[src/rtl/lc3b_mem_responder.sv]
// rtl/lc3b_mem_responder.sv - fixed-latency LC-3b memory responder with byte-enable word array
//
// Serves one read or write at a time. The request is latched when it is accepted in IDLE.
// A single-cycle mem_resp pulse completes the request LATENCY cycles after acceptance.
//
// Ports:
//   clk             - single clock; all state changes on its rising edge
//   rst             - synchronous active-high reset (array contents are kept)
//   mem_read        - read request, held by the initiator until mem_resp
//   mem_write       - write request, held by the initiator until mem_resp
//   mem_byte_enable - bit0 enables mem_wdata[7:0], bit1 enables mem_wdata[15:8]
//   mem_address     - byte address; the word index is mem_address[ADDR_BITS:1]
//   mem_wdata       - write data
//   mem_rdata       - registered read data, held until the next read completes
//   mem_resp        - registered one-cycle completion pulse
//   proto_err       - sticky protocol-violation flag, cleared only by rst

module lc3b_mem_responder #(
  parameter int ADDR_BITS = 8,
  parameter int LATENCY   = 3
) (
  input  logic        clk,
  input  logic        rst,
  input  logic        mem_read,
  input  logic        mem_write,
  input  logic [1:0]  mem_byte_enable,
  input  logic [15:0] mem_address,
  input  logic [15:0] mem_wdata,
  output logic [15:0] mem_rdata,
  output logic        mem_resp,
  output logic        proto_err
);

  typedef enum logic [1:0] {
    S_IDLE,
    S_WAIT,
    S_RESP
  } state_t;

  localparam logic [3:0] CNT_LOAD = 4'(LATENCY - 1);
  localparam bit         SINGLE   = (LATENCY == 1);

  state_t                 state;
  logic [3:0]             cnt;
  logic                   op_write;
  logic [ADDR_BITS-1:0]   op_idx;
  logic [15:0]            op_wdata;
  logic [1:0]             op_be;

  logic [15:0]            mem [0:(1<<ADDR_BITS)-1];

  logic                   req;
  logic                   accept;
  logic                   commit;
  logic                   c_write;
  logic [ADDR_BITS-1:0]   c_idx;
  logic [15:0]            c_wdata;
  logic [1:0]             c_be;
  logic [15:0]            c_old;
  logic [15:0]            c_merged;

  // Only the word-index bits of the byte address matter; the rest alias.
  logic                   unused_addr;
  assign unused_addr = ^{mem_address[15:ADDR_BITS+1], mem_address[0]};

  assign req    = mem_read | mem_write;
  assign accept = (state == S_IDLE) && req;

  // commit marks the edge that enters RESP. With LATENCY=1 that edge is the one
  // that accepts the request, so the operation comes straight from the inputs.
  // In every other case it comes from the latched copy.
  assign commit = (SINGLE && accept) || ((state == S_WAIT) && (cnt == 4'd1));

  always_comb begin
    c_write = op_write;
    c_idx   = op_idx;
    c_wdata = op_wdata;
    c_be    = op_be;
    if (state == S_IDLE) begin
      c_write = mem_write;
      c_idx   = mem_address[ADDR_BITS:1];
      c_wdata = mem_wdata;
      c_be    = mem_byte_enable;
    end
  end

  assign c_old    = mem[c_idx];
  assign c_merged = {c_be[1] ? c_wdata[15:8] : c_old[15:8],
                     c_be[0] ? c_wdata[7:0]  : c_old[7:0]};

  // The array is deliberately not reset. A reset edge suppresses the commit,
  // so a transaction that is abandoned in WAIT never writes.
  always_ff @(posedge clk) begin
    if (!rst && commit && c_write) begin
      mem[c_idx] <= c_merged;
    end
  end

  always_ff @(posedge clk) begin
    if (rst) begin
      state     <= S_IDLE;
      cnt       <= 4'd0;
      op_write  <= 1'b0;
      op_idx    <= '0;
      op_wdata  <= 16'h0000;
      op_be     <= 2'b00;
      mem_resp  <= 1'b0;
      mem_rdata <= 16'h0000;
      proto_err <= 1'b0;
    end else begin
      mem_resp <= 1'b0;
      case (state)
        S_IDLE: begin
          if (req) begin
            // Read+write together is serviced as a write but is flagged.
            op_write <= mem_write;
            op_idx   <= mem_address[ADDR_BITS:1];
            op_wdata <= mem_wdata;
            op_be    <= mem_byte_enable;
            cnt      <= CNT_LOAD;
            if (mem_read && mem_write) begin
              proto_err <= 1'b1;
            end
            state <= SINGLE ? S_RESP : S_WAIT;
          end
        end
        S_WAIT: begin
          cnt <= cnt - 4'd1;
          // The initiator must hold the request until mem_resp. Dropping it
          // early is flagged, but the transaction still completes.
          if (!req) begin
            proto_err <= 1'b1;
          end
          if (cnt == 4'd1) begin
            state <= S_RESP;
          end
        end
        S_RESP: begin
          state <= S_IDLE;
        end
        default: begin
          state <= S_IDLE;
        end
      endcase

      if (commit) begin
        mem_resp <= 1'b1;
        if (!c_write) begin
          mem_rdata <= c_old;
        end
      end
    end
  end

endmodule

[config.mk]
export PLATFORM = sky130hd
export DESIGN_NAME = lc3b_mem_responder
export DESIGN_NICKNAME = d
export VERILOG_FILES = /design/src/rtl/lc3b_mem_responder.sv
export SDC_FILE = /design/constraint.sdc
export NUM_CORES = 2
export LEC_CHECK = 0
export CORE_ASPECT_RATIO = 1.1
export CORE_MARGIN = 4
export CORE_UTILIZATION = 53
export CTS_CLUSTER_DIAMETER = 40
export DETAILED_ROUTE_END_ITERATION = 8
export PLACE_DENSITY = 0.72
export SLEW_MARGIN = 10
export SYNTH_ARGS = -nofsm -noshare
export SYNTH_HDL_FRONTEND = slang
export SYNTH_SLANG_ARGS = --single-unit
[constraint.sdc]
create_clock -name clk -period 16.2 [get_ports clk]
set_input_delay 3.24 -clock clk [delete_from_list [all_inputs] [get_ports clk]]
set_output_delay 3.24 -clock clk [all_outputs]
set_load 0.01 [all_outputs]
Word-level counts from Yosys, hierarchy flattened
Memory sizes are Yosys's and may differ from the RTL's.
Index checks and enable logic that the tools add are counted.
{"block": "op_classes", "n_reduce_logical": 12, "n_eq_ne": 6, "mux": 18, "bitwise": 2, "addsub": 1}
{"op": "two-way mux 8 bit", "count": 3}
{"op": "two-way mux 16 bit", "count": 1}
{"op": "case mux 4 bit (2 select lines)", "count": 1}
{"op": "AND reduction 2 bit", "count": 4}
{"op": "two-way mux 1 bit", "count": 7}
{"op": "two-way mux 2 bit", "count": 3}
{"op": "== test 4 x 1 -> 1 bit, second input constant", "count": 1}
{"op": "logical AND 1 bit", "count": 4}
{"op": "two-way mux 4 bit", "count": 1}
{"op": "!= test 2 x 1 -> 1 bit, second input constant", "count": 2}
{"op": "!= test 2 bit, second input constant", "count": 2}
{"op": "case mux 2 bit (2 select lines)", "count": 1}
{"op": "AND reduction 4 bit", "count": 1}
{"op": "subtractor 4 x 1 -> 4 bit, second input constant", "count": 1}
{"op": "== test 2 x 1 -> 1 bit, second input constant", "count": 1}
{"op": "logical NOT 2 bit", "count": 1}
{"op": "case mux 1 bit (2 select lines)", "count": 1}
{"op": "nonzero test 2 bit", "count": 1}
{"op": "logical NOT 1 bit", "count": 1}
{"op": "inverter 1 bit", "count": 1}
{"op": "bitwise OR 1 bit", "count": 1}
{"block": "totals", "in_bits": 38, "memories": 1, "ramBits": 4096, "ff_bits": 51, "word_cells": 49, "output_inout_bits": 18}
{"memory": "mem", "words": 256, "word_bits": 16, "read_ports": 1, "rd_ports_with_merged_regs": 0, "wr": 1, "line": "50", "source": "logic [15:0] mem [0:(1<<ADDR_BITS)-1];"}

Depth between registers and ports, before layout
{"block": "logic_depth", "word_depth": 6, "mapped_depth": 14, "depth_no_buf": 9}

Worst setup path before layout
Ideal clock, no wire load.
{"block": "synth_path", "path_type": "input to register", "from": "in mem_address[1]", "to": "mem mem[0][0], data pin", "n_path_buf": 3, "setup_slack_ns": 6.936, "setup_ns": 0.873, "cell_stages": 12, "arrival_ns": 8.391, "required_ns": 15.327, "path_cell_list": "or4_1 > o31ai_2 > buf_6 > buf_2 > buf_2 > a22oi_1 > a21oi_1 > o41ai_1 > a41oi_1 > nor4_1 > o21ai_0 > and3_1"}
{"block": "synth_between", "elab_chain_len": 3}
{"item": "from (decl)", "line": "27", "source": "input logic [15:0] mem_address,"}
{"item": "two-way mux 8 bit", "line": "79", "source": "if (state == S_IDLE) begin"}
{"item": "memory read (256 x 16 bit)"}
{"item": "two-way mux 8 bit", "line": "89", "source": "c_be[0] ? c_wdata[7:0] : c_old[7:0]};"}
{"item": "named net c_merged[0]", "line": "60", "source": "logic [15:0] c_merged;"}
{"item": "to (decl)", "line": "50"}
The timed path passes the listed nets, and every way through them passes these cells.

Worst setup path after layout
{"block": "layout_path", "from": "in mem_address[2]", "to": "mem mem[64][14], data pin"}
{"block": "layout_between", "elab_chain_len": 3}
{"item": "two-way mux 8 bit", "line": "79"}
{"item": "memory read (256 x 16 bit)"}
{"item": "two-way mux 8 bit", "line": "88", "source": "assign c_merged = {c_be[1] ? c_wdata[15:8] : c_old[15:8],"}
{"item": "named net c_merged[14]", "line": "60"}
The timed path passes the listed nets, and every way through them passes these cells.

==> results.cfg <==
[layout]
fin_area_um2 = 174000
layout_common_cells = 4096 x edfxtp_1, 2049 x a22oi_1, 1052 x a21oi_1, 457 x clkbuf_16, 357 x buf_4
synthToLayoutAreaGrowth_pct = 13.8
layout-drive-gt1-share_pct = 13.5
final_core_util_pct = 60.7
ff_latch_area_um2 = 124000
final_common_cell = edfxtp_1
nets = 9038
multiInputGateArea_um2 = 26800
fillers = 19500

[drt]
vias = 89500
drc = 0
wl_per_cell_um = 31.5
drt_first_pass_iters = 7
antenna_left = 0
drt-total-wl_um = 417000
drtIter0Drc = 12600
viasPerCell = 6.77

[critical_path]
path_common_cell = buf_4
crit_family = buffers and inverters
start_kind = primary input
path_cells = clkdlybuf4s50_1, or4b_1, o21ai_4, buf_12, buf_4, buf_4, a22oi_1, a21oi_1, o41ai_1, a41oi_1, nor4_2, o21ai_0, and3_4, buf_4, buf_4
cp.required_ns = 16.74
cp_slowest_cell = buf_4
crit_arrival_ns = 10.79
crit_fanout = 129
cp_slowest_stage_delay_ns = 0.90
critical_path_class = primary input to register
crit_buf_inv = 6
worstSetupEndpointType = register

[timing]
drv_slew = 0
finalHoldViolCount = 0
skew_ns = 0.0569
setup-tns-final_ns = 0
rsz0062_at_grt = no
tightest_slew_ns = 1.34
fin_crit_sh_pct = 63.3
fmax_ghz = 0.0976
relSlewSlack_pct = 9.61
setup_viol = 0
period_needed_ns = 10.25
worst_slack_ns = 5.95

[power]
p_clk_share_pct = 40.5
swShare_pct = 24.4
seq_power_share_pct = 50.1
vdd_drop_max_mv = 0.114
pwr-share-comb_pct = 9.4
p_per_area_nw_per_um2 = 144
p_leak_uw = 0.0527
p_int_uw = 19000
p_sw_uw = 6140

[logic_synthesis]
ys_seq_elements = 4147
yosysUniqueCellTypes = 44
synth_cells = 8792
syn_nets = 8832
syn_area_um2 = 153000
synth_warnings = 0
syn_area_per_cell_um2 = 17.4
synth-seq-area-share_pct = 81.0

[clocking]
hold_buffers = 0
post_cts_buffers = 0
htree_levels = 5
clk_latency_ns = 0.94
cts_tree = built
clockBufferDepth = 4
cts_sinks = 4147
numCtsBuffers = 442
clkTransAtPathRegs_ns = 0.06
cts_root_buf = clkbuf_16
cts.repair.resized = 0

[global_routing]
grt_max_degree = 245
grt_pass1_wl_um = 598000
antenna_found_initial = 22
grt_pass1_vias = 87500
track_usage_pct = 27.3
overflow = 0

[placed_design]
io_buffers = 47
placed_area_um2 = 159000
pre_cts_slack_ns = 5.29
hpwlAfterDp_um = 225000
place_congestion = 0.867

[hold_path]
min_path_type = register to register

[floorplanning]
rows = 206
core-area_um2 = 287000
ios = 56
die_h_um = 572
start_util_pct = 53.4
dieArea_um2 = 298000
die_w_um = 521

[flow_run]
maxCapViolCount = 0

[outcome]
status = complete, no violations
power groups by stage:
stage                     combinational, uW  clock (uW)  sequential (uW)
after floorplan                        1290           0            13000
after global placement                 2220           0            12800
after detailed placement               2320           0            12800
after CTS                              2330       10200            12600
after global routing                   2510       10700            12600
final                                  2370       10200            12600
cell usage after synthesis (all sizes together):
master / n / share of area [%]
a21oi: 1052 / 3.4
nor3b: 3 / 0.015
o21a: 6 / 0.030
inv: 6 / 0.015
edfxtp: 4096 / 80
nor2: 294 / 0.73
o21ai: 23 / 0.087
nor2b: 1 / 0.0041
or2: 1 / 0.0041
o41ai: 256 / 1.5
a41oi: 64 / 0.37
or3: 9 / 0.037
dfxtp: 51 / 0.67
clkbuf: 246 / 0.60
nor3: 3 / 0.0098
buf: 424 / 1.4
o211ai: 1 / 0.0082
o31ai: 4 / 0.023
nand3b: 37 / 0.18
or3b: 1 / 0.0057
o31a: 3 / 0.017
a211oi: 18 / 0.088
ha: 2 / 0.016
xor2: 1 / 0.0057
or4: 1 / 0.0049
a311oi: 1 / 0.0057
or4b: 2 / 0.013
nand2b: 8 / 0.033
and3: 16 / 0.065
a31oi: 3 / 0.032
nand2: 85 / 0.21
a22oi: 2049 / 10
nand3: 9 / 0.029
nor4: 16 / 0.065
through the flow:
| stage | power (uW) | hold slack (ns) | std cells |
|---|---|---|---|
| finish | 25200 | 0.451 | 13200 |
| global route | 25800 | 0.480 | 13200 |
| CTS | 25100 | 0.450 | 13200 |
| detailed placement | 15100 | 0.442 | 12400 |
| global placement | 15000 | 0.436 | 12400 |
| floorplan | 14300 | 0.431 | 8792 |
sequential cells by signal (all words and copies together), names as in the netlist:
register,flops
state,2
op_write,1
cnt,4
proto_err,1
mem_rdata,16
mem,4096
mem_resp,1
op_be,2
op_idx,8
op_wdata,16
final cells by class:
| class | count | share of cell area [%] |
|---|---|---|
| flip-flops and latches | 4147 | 71.2 |
| multi-input cells | 3969 | 15.4 |
| clock buffers | 508 | 6.70 |
| well taps | 3848 | 2.76 |
| repair buffers | 432 | 2.12 |
| clock inverters | 311 | 1.84 |
| diodes | 12 | 0.0172 |
| inverters | 6 | 0.0129 |
worst min-delay path: stages, from the launching register on:
cell and delay [ns]:
dfxtp_1 0.30, nand2_1 0.05, a21oi_1 0.05
kinds of logic after synthesis:
logic type               count (synthesis)  synth area share [%]
AO/OA/AOI/OAI                         3480                  15.6
XOR/XNOR                                 1               0.00572
adder cells (fa/ha/maj)                  2                0.0163
buffers and inverters                  676                  2.00
flip-flops                            4147                  81.0
AND/OR/NAND/NOR                        486                  1.41
layer usage:
metal	part of all wire, %	GRT usage [%]	up-vias	wire length, um
li1	-	-	37200	-
met1	34	34.3	45000	142000
met2	48	43.6	6130	200000
met3	11	6.52	1186	47600
met4	6.5	16.2	24	27100
met5	0.037	0	-	153
worst paths after layout:
kind | from | endpoint | slack [ns] | cells after the start
setup / recovery | mem_address[2] | mem[64][14]$_DFFE_PP_ | 5.95 | 15
hold / removal | op_wdata[3]$_SDFFE_PP0P_ | op_wdata[3]$_SDFFE_PP0P_ | 0.45 | 2
setup reg to reg | state[0]$_SDFFE_PP0P_ | mem[64][14]$_DFFE_PP_ | 7.83 | 13
hold reg to reg | op_wdata[3]$_SDFFE_PP0P_ | op_wdata[3]$_SDFFE_PP0P_ | 0.45 | 2
No activity file was read; power rests on OpenSTA's default activity.
